**src/rtl/i2s_cap_pkg.sv**
```systemverilog
// Shared types and constants for the I2S ADC capture path.
// Holds no logic, so it adds no latency and has no backpressure.
package i2s_cap_pkg;
    typedef enum logic {IDLE, SHIFT} state_t;

    localparam int SAMPLE_BITS_DEFAULT = 24;
    localparam int WORD_PAD            = 8;
    localparam int BYTE_ADDR_SHIFT     = 2;
endpackage

```
**src/rtl/i2s_edge_sync.sv**
```systemverilog
// Synchronises one I2S pin and flags any change of the synchronised level (toggle) one clk later.
// Latency is SYNC_STAGES+1 clk from pin to toggle; there is no backpressure.
module i2s_edge_sync #(
    parameter int SYNC_STAGES = 2
) (
    input  logic clk,
    input  logic din,
    output logic level,
    output logic toggle
);
    logic [SYNC_STAGES-1:0] sync_q;
    logic                   prev;

    // These flops are left out of reset on purpose. They keep tracking the pins during reset,
    // so a held-high lrclk does not look like a fresh edge when reset is released.
    always_ff @(posedge clk) begin
        sync_q <= SYNC_STAGES'({sync_q, din});
        prev   <= sync_q[SYNC_STAGES-1];
    end

    assign level  = sync_q[SYNC_STAGES-1];
    assign toggle = level ^ prev;
endmodule

```
**src/rtl/i2s_adc_capture.sv**
```systemverilog
// Deserialises left-justified I2S ADC data into a capture BRAM and mirrors each word on a 1-clk strobe (write = lrclk event + 1 clk).
// No backpressure: the BRAM always accepts; with I2S_CAP_MONO_EN defined only left words are written.
module i2s_adc_capture
    import i2s_cap_pkg::*;
#(
    parameter int SAMPLE_BITS = SAMPLE_BITS_DEFAULT,
    parameter int DEPTH_WORDS = 30000,
    parameter int SYNC_STAGES = 2
) (
    input  logic        clk,
    input  logic        rst,
    input  logic        enable,
    input  logic        i2s_bclk,
    input  logic        i2s_lrclk,
    input  logic        i2s_adcdat,
    output logic [31:0] bram_addrb,
    output logic [31:0] bram_dinb,
    output logic [3:0]  bram_web,
    output logic        bram_enb,
    output logic        sample_valid,
    output logic        sample_left,
    output logic [31:0] sample_data,
    output logic        wrap
);
    localparam int AW = (DEPTH_WORDS > 1) ? $clog2(DEPTH_WORDS) : 1;
    localparam int CW = $clog2(SAMPLE_BITS + 1);

    state_t                 state;
    logic                   chan;
    logic [SAMPLE_BITS-1:0] shift;
    logic [CW-1:0]          count;
    logic [AW-1:0]          addr;

    logic bclk_lvl, bclk_tgl, lr_lvl, lr_edge, dat_lvl, unused_dat_toggle;
    logic bclk_rise, full, commit;
    logic [31:0] word;

    i2s_edge_sync #(.SYNC_STAGES(SYNC_STAGES)) u_sync_bclk (
        .clk(clk), .din(i2s_bclk), .level(bclk_lvl), .toggle(bclk_tgl));
    i2s_edge_sync #(.SYNC_STAGES(SYNC_STAGES)) u_sync_lrclk (
        .clk(clk), .din(i2s_lrclk), .level(lr_lvl), .toggle(lr_edge));
    i2s_edge_sync #(.SYNC_STAGES(SYNC_STAGES)) u_sync_adcdat (
        .clk(clk), .din(i2s_adcdat), .level(dat_lvl), .toggle(unused_dat_toggle));

    assign bclk_rise = bclk_lvl & bclk_tgl;
    assign full      = (count == CW'(SAMPLE_BITS));
    assign word      = 32'({shift, {WORD_PAD{1'b0}}});

`ifdef I2S_CAP_MONO_EN
    assign commit = (state == SHIFT) && lr_edge && full && chan;
`else
    assign commit = (state == SHIFT) && lr_edge && full;
`endif

    assign bram_addrb = 32'(addr) << BYTE_ADDR_SHIFT;
    assign bram_dinb  = sample_data;

    always_ff @(posedge clk) begin
        if (rst) begin
            state        <= IDLE;
            chan         <= 1'b0;
            shift        <= '0;
            count        <= '0;
            addr         <= '0;
            bram_web     <= '0;
            bram_enb     <= 1'b0;
            sample_valid <= 1'b0;
            sample_left  <= 1'b0;
            sample_data  <= '0;
            wrap         <= 1'b0;
        end else begin
            bram_web     <= '0;
            bram_enb     <= 1'b0;
            sample_valid <= 1'b0;
            wrap         <= 1'b0;

            // The address moves on in the cycle after the write it served.
            if (sample_valid) begin
                if (addr == AW'(DEPTH_WORDS - 1)) begin
                    addr <= '0;
                    wrap <= 1'b1;
                end else begin
                    addr <= addr + 1'b1;
                end
            end

            if (commit) begin
                bram_web     <= 4'hF;
                bram_enb     <= 1'b1;
                sample_valid <= 1'b1;
                sample_left  <= chan;
                sample_data  <= word;
            end

            // An lrclk edge takes priority over a bclk rise in the same cycle.
            // In that case the rising bclk carries the MSB of the new channel.
            if (lr_edge) begin
                state <= enable ? SHIFT : IDLE;
                if (enable) begin
                    chan  <= lr_lvl;
                    shift <= bclk_rise ? SAMPLE_BITS'(dat_lvl) : '0;
                    count <= bclk_rise ? CW'(1) : '0;
                end
            end else if (state == SHIFT && bclk_rise && !full) begin
                shift <= {shift[SAMPLE_BITS-2:0], dat_lvl};
                count <= count + 1'b1;
            end
        end
    end
endmodule

```
**config.mk**
```make
export PLATFORM = sky130hd
export DESIGN_NAME = i2s_adc_capture
export DESIGN_NICKNAME = d
export VERILOG_FILES = /design/src/rtl/i2s_cap_pkg.sv /design/src/rtl/i2s_edge_sync.sv /design/src/rtl/i2s_adc_capture.sv
export SDC_FILE = /design/constraint.sdc
export NUM_CORES = 1
export LEC_CHECK = 0
export CORE_MARGIN = 2
export CORE_UTILIZATION = 50
export CTS_CLUSTER_SIZE = 25
export DETAILED_ROUTE_END_ITERATION = 8
export PLACE_DENSITY = 0.95
export SYNTH_ARGS = -nofsm -noshare
export SYNTH_HDL_FRONTEND = slang
export SYNTH_SLANG_ARGS = --single-unit
```
**constraint.sdc**
```tcl
create_clock -name clk -period 4.7 [get_ports clk]
set_clock_uncertainty 0.15 [all_clocks]
set_input_delay 0.94 -clock clk [delete_from_list [all_inputs] [get_ports clk]]
set_output_delay 0.94 -clock clk [all_outputs]
set_load 0.1 [all_outputs]
```
* Word level (Yosys, flattened, before mapping)
Cells that the tools add are included.
Storage, ports and cells: bits in latches 0, logic and storage cells 46, memories 0, ROM bits 0, output and inout bits 104, bits in writable memories 0, flip-flop bits (word level) 85, input port bits 6
Cells by class: muxes and demuxes 13, div/mod/pow operators 0, bitwise gates (word level) 4, $add $sub $neg 2, reductions and logical operators 9, eq/ne operators 3, shift operators 0, $mul 0, magnitude comparators 0
Operators with widths (number):
- two-way mux 24 bit | 3
- adder 15 x 1 -> 15 bit (second input constant) | 1
- equality test 15 bit (second input constant) | 1
- two-way mux 15 bit | 1
- two-way mux 5 bit | 3
- adder 5 x 1 -> 5 bit (second input constant) | 1
- equality test 5 bit (second input constant) | 1
- two-way mux 1 bit | 5
- logical AND 1 bit | 4
- two-way mux 4 bit | 1
- AND reduction 2 bit | 2
- inequality test 2 bit (second input constant) | 1
- nonzero test 2 bit | 1
- OR reduction 2 bit | 1
- XOR 1 bit | 2
- bitwise AND 1 bit | 1
- logical NOT 1 bit | 1
- inverter 1 bit | 1

* Depth between registers and ports, before layout
depth in word-level cells 6, depth in mapped cells 8, gate-level depth less buffers 6

* Cells and area by module
From an unflattened synthesis, not the netlist that was laid out.
Unflattened totals: cell total of the unflattened synthesis 388, area total of the unflattened synthesis 3403.3 um^2
Modules (own cells, without submodules):
- i2s_adc_capture | sequential area each 1461.4 um^2, area an instance 3196.8 um^2, cells an instance 376, instances 1
- i2s_edge_sync | sequential area each 60.1 um^2, area an instance 68.8 um^2, cells an instance 4, instances 3

* Least setup slack after synthesis
OpenSTA, ideal clock, no wires.
path type reg2out, start reg, netlist name bram_web[2], end out bram_web[0], data arrival time 1444 ps, slack 2166 ps, stages on the path, launching flop included 2, path buffers 1, data required time 3610 ps, cell sequence dfxtp_1 > buf_4
RTL lines:
- end: declaration | RTL line i2s_adc_capture.sv:18 | output logic [3:0] bram_web,

==> flow_summary.toml <==
[worst_setup_path]
required_ps = 3610
path_delay_family = "buffers and inverters"
regToRegEndpoint = "shift[3]$_SDFFE_PP0P_"
worstSetupEndpointType = "output port"
cp-start-kind = "flip-flop"
reg2regPathDepth = 6
reg2reg_from = "count[1]$_SDFFE_PP0P_"
crit_type = "reg2out"
cp_max_fo = 12
r2r_slack_ps = 1660
arrival_ps = 2150
crit_buf_inv = 1
slowest_stage = "clkdlybuf4s50_1"
crit_chain = "clkdlybuf4s50_1"
max_stage_delay_ps = 1220

[cells_and_area]
area_growth_pct = 18.8
finalNetCount = 455
final_util_pct = 61.4
diodes = 0
drive_above_1_share_pct = 4.43

[die]
dieArea_um2 = 7750
dieHeight_um = 88.1
ios = 110
die-width_um = 88.1
core-area_um2 = 6830
floorplan.initialDensity_pct = 51.7
fp-row-count = 30

[routing]
wire_per_inst_um = 12.7
drc = 0
via_per_inst = 5.01
drt-pass1-iter-count = 5
vias = 2739
wl_mm = 6.95
drt_iter0_markers = 163
drtAntennaViolNets = 0

[sta]
worst_slew_pin_slew_ps = 1030
tns_ps = 0
max-slew-margin-rel_pct = 31.2
holdWs_ps = 180
finalSetupViolCount = 0
period_share_pct = 68.8
max_clock_freq_mhz = 309
slew_violations = 0
rsz0062_at_grt = "no"
finalHoldViolCount = 0
fin_crit_ps = 3240

[cts]
tritoncts.num_buffers = 9
htree_levels = 3
cts_repair_resize_count = 0
root_buffer = "clkbuf_8"
cts_setup_buffers = 0
clock_latency_ps = 350
cts_sinks = 81
cts_hold_buf = 0
clk_path_buf_depth = 2
clkTransAtPathRegs_ps = 90
cts_tree = "done"

[yosys]
ys_ff_latch = 81
synth_cells = 408
synth_enable_flop_cells = 0
ys.flop_type = "dfxtp_1"
yosysUniqueCellTypes = 35
synth_area_leader_cell = "dfxtp_1"
synth.avg_cell_area_um2 = 8.66
synthTopCellsByCount = "nand2_1 (82), dfxtp_1 (81), buf_4 (63), a21oi_1 (32), nor2_1 (22)"
syn_area_um2 = 3530
yosysMostFrequentCell = "nand2_1"
ys_seq_area_share_pct = 45.9
synth_top_area_share_pct = 45.9
synthArstFlopShare_pct = 0
synth_area_leaders = "dfxtp_1 (46%), buf_4 (13%), nand2_1 (8.7%)"
yosysWarnings = 0

[placement]
hpwlAfterDp_mm = 4.80
numPortBuffers = 76
finalWeightedCongestion = 0.736

[global_routing]
grt_remaining_overflow = 0
grt_pass1_wl_mm = 11.2
antenna_found_initial = 0
grt_usage_pct = 18.4
grt_pass1_vias = 2499
grt_max_degree = 33

[worst_hold_path]
hold_depth = 0
hold_class = "reg2reg"
hold_start = "u_sync_adcdat.sync_q[0]$_DFF_P_"
min_to = "u_sync_adcdat.sync_q[1]$_DFF_P_"

[power]
peakVddDrop_uv = 126
powerDensity_nw_per_um2 = 331
leakage_nw = 1.54

[status]
status = "finished clean"

[run]
drv_cap = 0
==> logic make-up (layout without fill, tap and decap cells) <==
group           Yosys count  after routing  synth area share, %
compound gates           54             54                 9.92
xor+xnor                 16             16                 3.97
fa+ha+maj                 3              3                 1.06
buf+inv                  89            100                 16.5
flops                    81             81                 45.9
mux                      12             12                 3.40
other cells               1             33                0.106
simple gates            152            152                 19.1
==> report_power, final <==
| part | switching (W) | internal (W) | leakage [nW] | total, W |
|---|---|---|---|---|
| clock | 0.000251 | 0.000277 | 0.106 | 0.000529 |
| sequential | 0.00000372 | 0.000692 | 0.656 | 0.000695 |
| combinational | 0.000148 | 0.0000157 | 0.773 | 0.000164 |
| total | 0.000403 | 0.000985 | 1.54 | 0.00139 |
==> how the worst max path moves through the flow <==
stage | slack [ps] | from | end | depth (start not counted)
finish | 1460 | bram_web[2]$_SDFF_PP0_ | bram_web[0] | 1
detailed placement | 1310 | rst | shift[8]$_SDFFE_PP0P_ | 5
CTS | 1440 | bram_web[2]$_SDFF_PP0_ | bram_web[0] | 1
global placement | 1470 | rst | count[4]$_SDFFE_PP0P_ | 4
global route | 1380 | bram_web[2]$_SDFF_PP0_ | sample_valid | 1
floorplan | 2170 | bram_web[2]$_SDFF_PP0_ | bram_web[0] | 1
==> placed cells by master, fill, tap and decap left out, drive strengths merged, types with 2 or more instances in the layout <==
master         Yosys  layout
dfxtp             81      81
nor4               5       5
nand2             82      82
a32o               2       2
a21oi             32      32
buf               69       2
nand3             15      15
xor2               4       4
conb               1      33
o21ai              3       3
xnor2             12      12
a21o               2       2
clkbuf            14      11
nor3              14      14
a41o              10      10
mux2i             12      12
ha                 3       3
nor2              22      22
nand4              5       5
clkdlybuf4s50      0      76
nor4b              2       2
inv                6       8
==> sequential cells by signal, indices dropped and copies added (netlist names), 2 cells and up <==
name and flops:
shift 24, count 5, u_sync_adcdat.sync_q 2, u_sync_bclk.sync_q 2, bram_dinb 24, addr 15, u_sync_lrclk.sync_q 2
==> area by class of cell <==
| type | count | area (um2) |
|---|---|---|
| clock buffers | 11 | 151 |
| clock inverters | 5 | 60.1 |
| fillers | 574 | 2630 |
| inverters | 6 | 22.5 |
| multi-input cells | 270 | 1450 |
| flip-flops and latches | 81 | 1620 |
| well taps | 96 | 120 |
| repair buffers | 78 | 776 |
==> through the flow <==
step | setup WS [ps] | cell area (um2) | power (W) | instances
2_1_floorplan | 2170 | 3650 | 0.000882 | 440
3_3_place_gp | 1470 | 3990 | 0.000872 | 531
3_5_place_dp | 1310 | 3990 | 0.000874 | 531
4_1_cts | 1440 | 4200 | 0.00139 | 547
5_1_grt | 1380 | 4200 | 0.00143 | 547
6_report | 1460 | 4200 | 0.00139 | 547
==> layer usage <==
metal | wire length (um) | global-route usage (%)
met5 | 0 | 0
met4 | 44 | 9.09
met3 | 444 | 4.15
met2 | 3490 | 30.0
met1 | 2970 | 23.2
Note: power is estimated with default switching activity, not from simulation.
==> RTL edit 1: new RTL, same flow settings <==
Add an input register stage for `enable` and `i2s_adcdat`, with the module's reset; this delays them by one clock.
--- a/src/rtl/i2s_adc_capture.sv
+++ b/src/rtl/i2s_adc_capture.sv
@@ -27,2 +27,15 @@
 
+    logic enable_q;
+    logic i2s_adcdat_q;
+
+    always_ff @(posedge clk) begin
+        if (rst) begin
+            enable_q     <= '0;
+            i2s_adcdat_q <= '0;
+        end else begin
+            enable_q     <= enable;
+            i2s_adcdat_q <= i2s_adcdat;
+        end
+    end
+
     state_t                 state;
@@ -42,3 +55,3 @@
     i2s_edge_sync #(.SYNC_STAGES(SYNC_STAGES)) u_sync_adcdat (
-        .clk(clk), .din(i2s_adcdat), .level(dat_lvl), .toggle(unused_dat_toggle));
+        .clk(clk), .din(i2s_adcdat_q), .level(dat_lvl), .toggle(unused_dat_toggle));
 
@@ -97,4 +110,4 @@
             if (lr_edge) begin
-                state <= enable ? SHIFT : IDLE;
-                if (enable) begin
+                state <= enable_q ? SHIFT : IDLE;
+                if (enable_q) begin
                     chan  <= lr_lvl;
Function: same outputs for any inputs over 10 cycles, from zero or initial values and one cycle with rst high; that may be too few to reach the edited logic, so the function may still have changed.
==> RTL edit 1 against the unedited design <==
Combinational power shrank 4%. Cell count grew 0.73%. First-iteration DRC count grew 6.1%. Wire length grew 4.7%. Worst setup slack is essentially flat. Via count grew 3.0%. Synthesized area grew 1.6%. Worst hold slack lost 0.54 ps. Sequential cell count grew 2. Power is essentially flat. Sequential power grew 2%. Register-to-register slack lost 50 ps. Final area grew 1.1%. Highest routed layer unchanged.
==> RTL edit 1: results (changes against the unedited design) <==
| Metric | Value |
|---|---|
| Filler cells | 587 (+2.3%) |
| Mean Syn Cell Area | 8.69 um2 (+0.36%) |
| Post-synth cell types | 36 (+2.9%) |
| Seq/Total Area, Yosys | 46.3% (+0.40 points) |
| M1 WL | 3010 um (+1.1%) |
| ANT cells | 0 (unchanged) |
| Leak | 1.54 nW (about the same) |
| Met2 WL | 3730 um (+6.9%) |
| Max VDD drop | 0.179 mV (+42%) |
| DP HPWL | 4920 um (+2.5%) |
| Clk_lat worst skew | 350 ps (about the same) |
| Vias | 2822 (+3.0%) |
| Hold path startpoint | u_sync_lrclk.sync_q[0]$_DFF_P_ |
| Share of flip-flops with an asynchronous set or reset | 0% (unchanged) |
| Final Net Count | 459 (+0.88%) |
| Initial drt markers | 173 (+6.1%) |
| Met3 wire length | 474 um (+6.8%) |
| Initial antenna violation count | 0 (unchanged) |
| Total Routing Usage GR | 19.3% (+0.88 points) |
| First-pass GRT wire length | 11900 um (+5.8%) |
| GP Congestion | 0.783 (+6.3%) |
| Dpl cells | 535 (+0.75%) |
| WL final | 7280 um (+4.7%) |
| Status | finished clean |
| Top post-synthesis cells by count | dfxtp_1, nand2_1, buf_4 |
| Routed vias/inst | 5.12 (+2.3%) |
| First-pass detailed-route iteration total | 4 (-1) |
| Vias in the first global route | 2725 (+9.0%) |
| Least-Margin Pin Slew | 1040 ps (+4.68 ps) |
| Fraction of layout cells with a size suffix above 1 | 3.96% (-0.48 points) |
## RTL edit 1: cell count changes after synthesis, sizes merged
cell / change
nor2b: +2
buf: +1
dfxtp: +2
## RTL edit 1: power breakdown
part / switching [mW] / internal [mW] / total (mW)
Combinational: 0.144 / 0.0137 / 0.158
Clock: 0.243 / 0.276 / 0.519
Sequential: 0.00379 / 0.709 / 0.712
## RTL edit 1: metrics by stage
step           area, um2  worst slack, ps  power (mW)
5_1_grt             4240             1350        1.43
2_1_floorplan       3710             2170       0.895
6_report            4240             1460        1.39
4_1_cts             4240             1430        1.40
3_5_place_dp        4040             1410       0.886
3_3_place_gp        4040             1510       0.884
## RTL edit 1: layout make-up
class	count	area share [%]
timing repair buffer	78	18.3
clock inverter	3	1.09
inverter	6	0.531
multi-input combinational	272	34.4
clock buffer	13	3.74
sequential	83	39.2
tap	96	2.83
## RTL edit 1: path summary, 6_finish.rpt
| check | slack, ps | depth (start not counted) | endpoint |
|---|---|---|---|
| worst min-delay path | 180 | 0 | u_sync_lrclk.sync_q[1]$_DFF_P_ |
| worst min register to register | 180 | 0 | u_sync_lrclk.sync_q[1]$_DFF_P_ |
| worst max register to register | 1610 | 6 | shift[19]$_SDFFE_PP0P_ |
| worst max-delay path | 1460 | 1 | bram_enb |
## RTL edit 1: routing by layer
metal / GRT usage (%) / vias up
met3: 5.69 / 6
met5: 0 / -
met1: 22.6 / 1332
met4: 5.65 / 0
met2: 34.2 / 114
li1: - / 1370
## RTL edit 1: logic make-up (layout without fill, tap and decap cells)
kind of cell / after synthesis / in the layout / share of synthesized area, %
compound gates: 54 / 54 / 9.76
xor+xnor: 16 / 16 / 3.91
other cells: 1 / 33 / 0.105
fa+ha+maj: 3 / 3 / 1.05
buf+inv: 90 / 100 / 16.4
mux: 12 / 12 / 3.35
flops: 83 / 83 / 46.3
simple gates: 154 / 154 / 19.1
==> RTL edit 2: new RTL, same settings <==
Made on the original files. Set the package constant `SAMPLE_BITS_DEFAULT` to 48 (it was 24).
--- a/src/rtl/i2s_cap_pkg.sv
+++ b/src/rtl/i2s_cap_pkg.sv
@@ -5,3 +5,3 @@
 
-    localparam int SAMPLE_BITS_DEFAULT = 24;
+    localparam int SAMPLE_BITS_DEFAULT = 48;
     localparam int WORD_PAD            = 8;
Behaviour: no difference found for any inputs over 10 cycles, from zero or initial values and one cycle with rst high; that may be too few to reach the edited logic, so the function may still have changed.
==> RTL edit 2 against the unedited design <==
Combinational power decreased by 6%. Register-to-register slack improved by 300 ps. Synthesized area increased by 1.2%. Wire length decreased by 7.3%. Sequential cell count increased by 1. Worst setup slack improved by 15 ps. Power about the same. Sequential share of layout area increased by 0.11 points. Fmax increased by 0.46%. First-iteration DRC count decreased by 18%. Final area increased by 0.95%. Largest cell class unchanged. Highest routed layer unchanged.
==> RTL edit 2: results (changes against the unedited design) <==
| Metric | Value |
|---|---|
| Placed inst area | 4030 um2 (+1.1%) |
| Dpl cells | 472 (-11%) |
| DP HPWL | 4580 um (-4.6%) |
| Worst min path class | reg -> reg |
| GRT met2 Usage | 26.9% (-3.1 points) |
| Place WS | 1500 ps (+185 ps) |
| Global Route met3 Usage | 5.04% (+0.89 points) |
| Clk_lat worst skew | 360 ps |
| Leak | 1.56 nW (+1.8%) |
| Fraction of layout cells with a size suffix above 1 | 11.0% (+6.5 points) |
| Top post-synthesis cells by count | dfxtp_1, buf_4, nor2_1 |
| First-pass GRT wire length | 10100 um (-10%) |
| Post-synth cell types | 49 (+40%) |
| Final Net Count | 396 (-13%) |
| Pwr Density | 327 nW/um2 (-0.94%) |
| Most area-consuming cells after synthesis | dfxtp_1, buf_4, mux2i_1 |
| Met3 wire length | 313 um (-30%) |
| Filler cells | 563 (-1.9%) |
| Initial drt markers | 133 (-18%) |
| Finished Layout Cells | 488 (-11%) |
| Status | finished clean |
| Total Routing Usage GR | 16.6% (-1.9 points) |
| CTS buffer count | 9 (unchanged) |
| Top sig layer | met4 |
| Arrival time worst endpoint | 2130 ps (-20 ps) |
| Relative slew slack | 32.7% (+1.5 points) |
| Seq/Total Area, Yosys | 45.9% (about the same) |
| M1 WL | 2840 um (-4.4%) |
| Met1 Usage GRT | 20.9% (-2.2 points) |
| Routed vias/inst | 4.98 (-0.60%) |
| Largest net degree at the start of global routing | 37 (+12%) |
| Synth-to-layout area growth | 18.5% |
| Met2 WL | 3190 um (-8.5%) |
| Max VDD drop | 0.146 mV (+16%) |
| GP Congestion | 0.772 (+4.8%) |
| Vias in the first global route | 2115 (-15%) |
| Mean Syn Cell Area | 10.4 um2 (+20%) |
| Average wire per standard cell | 13.2 um (+3.9%) |
RTL edit 2: cell types whose count changed after synthesis, sizes merged, moves of 9 or more:
cell / unedited run / this run
nor2: 22 / 42
nor3: 14 / 0
a22o: 0 / 24
a21oi: 32 / 2
nand2: 82 / 6
mux2i: 12 / 26
a41o: 10 / 1
RTL edit 2: worst paths after layout:
path / from / to / slack (ps) / cells past startpoint
setup / recovery: bram_web[2]$_SDFF_PP0_ / sample_valid / 1480 / 1
hold / removal: u_sync_lrclk.sync_q[0]$_DFF_P_ / u_sync_lrclk.sync_q[1]$_DFF_P_ / 180 / 0
setup reg to reg: count[0]$_SDFFE_PP0P_ / bram_dinb[29]$_SDFFE_PP0P_ / 1960 / 7
hold reg to reg: u_sync_lrclk.sync_q[0]$_DFF_P_ / u_sync_lrclk.sync_q[1]$_DFF_P_ / 180 / 0
RTL edit 2: power breakdown:
| group | switching, mW | total, mW | internal [mW] | leakage (nW) |
|---|---|---|---|---|
| Combinational | 0.139 | 0.154 | 0.0149 | 0.792 |
| Sequential | 0.00602 | 0.706 | 0.700 | 0.664 |
| Clock | 0.262 | 0.528 | 0.265 | 0.108 |
| Total | 0.407 | 1.39 | 0.981 | 1.56 |
RTL edit 2: layout make-up:
cell class / count / share of cell area [%]
clock buffers: 10 / 3.25
clock inverters: 6 / 1.65
inverters: 5 / 0.443
multi-input cells: 210 / 34.6
flip-flops and latches: 82 / 38.7
well taps: 96 / 2.83
repair buffers: 79 / 18.5
RTL edit 2: cell families (layout without fill, tap and decap cells):
group,count (synthesis),count (layout),share of synthesized area (%)
and+or+nand+nor,88,88,13.1
buffers and inverters,83,100,16.7
DFF,82,82,45.9
AOI/OAI and AO/OA,44,44,11.4
muxes,26,26,7.28
xor gates and xnor gates,16,16,4.44
adders and majority gates,3,3,1.05
other,1,33,0.105
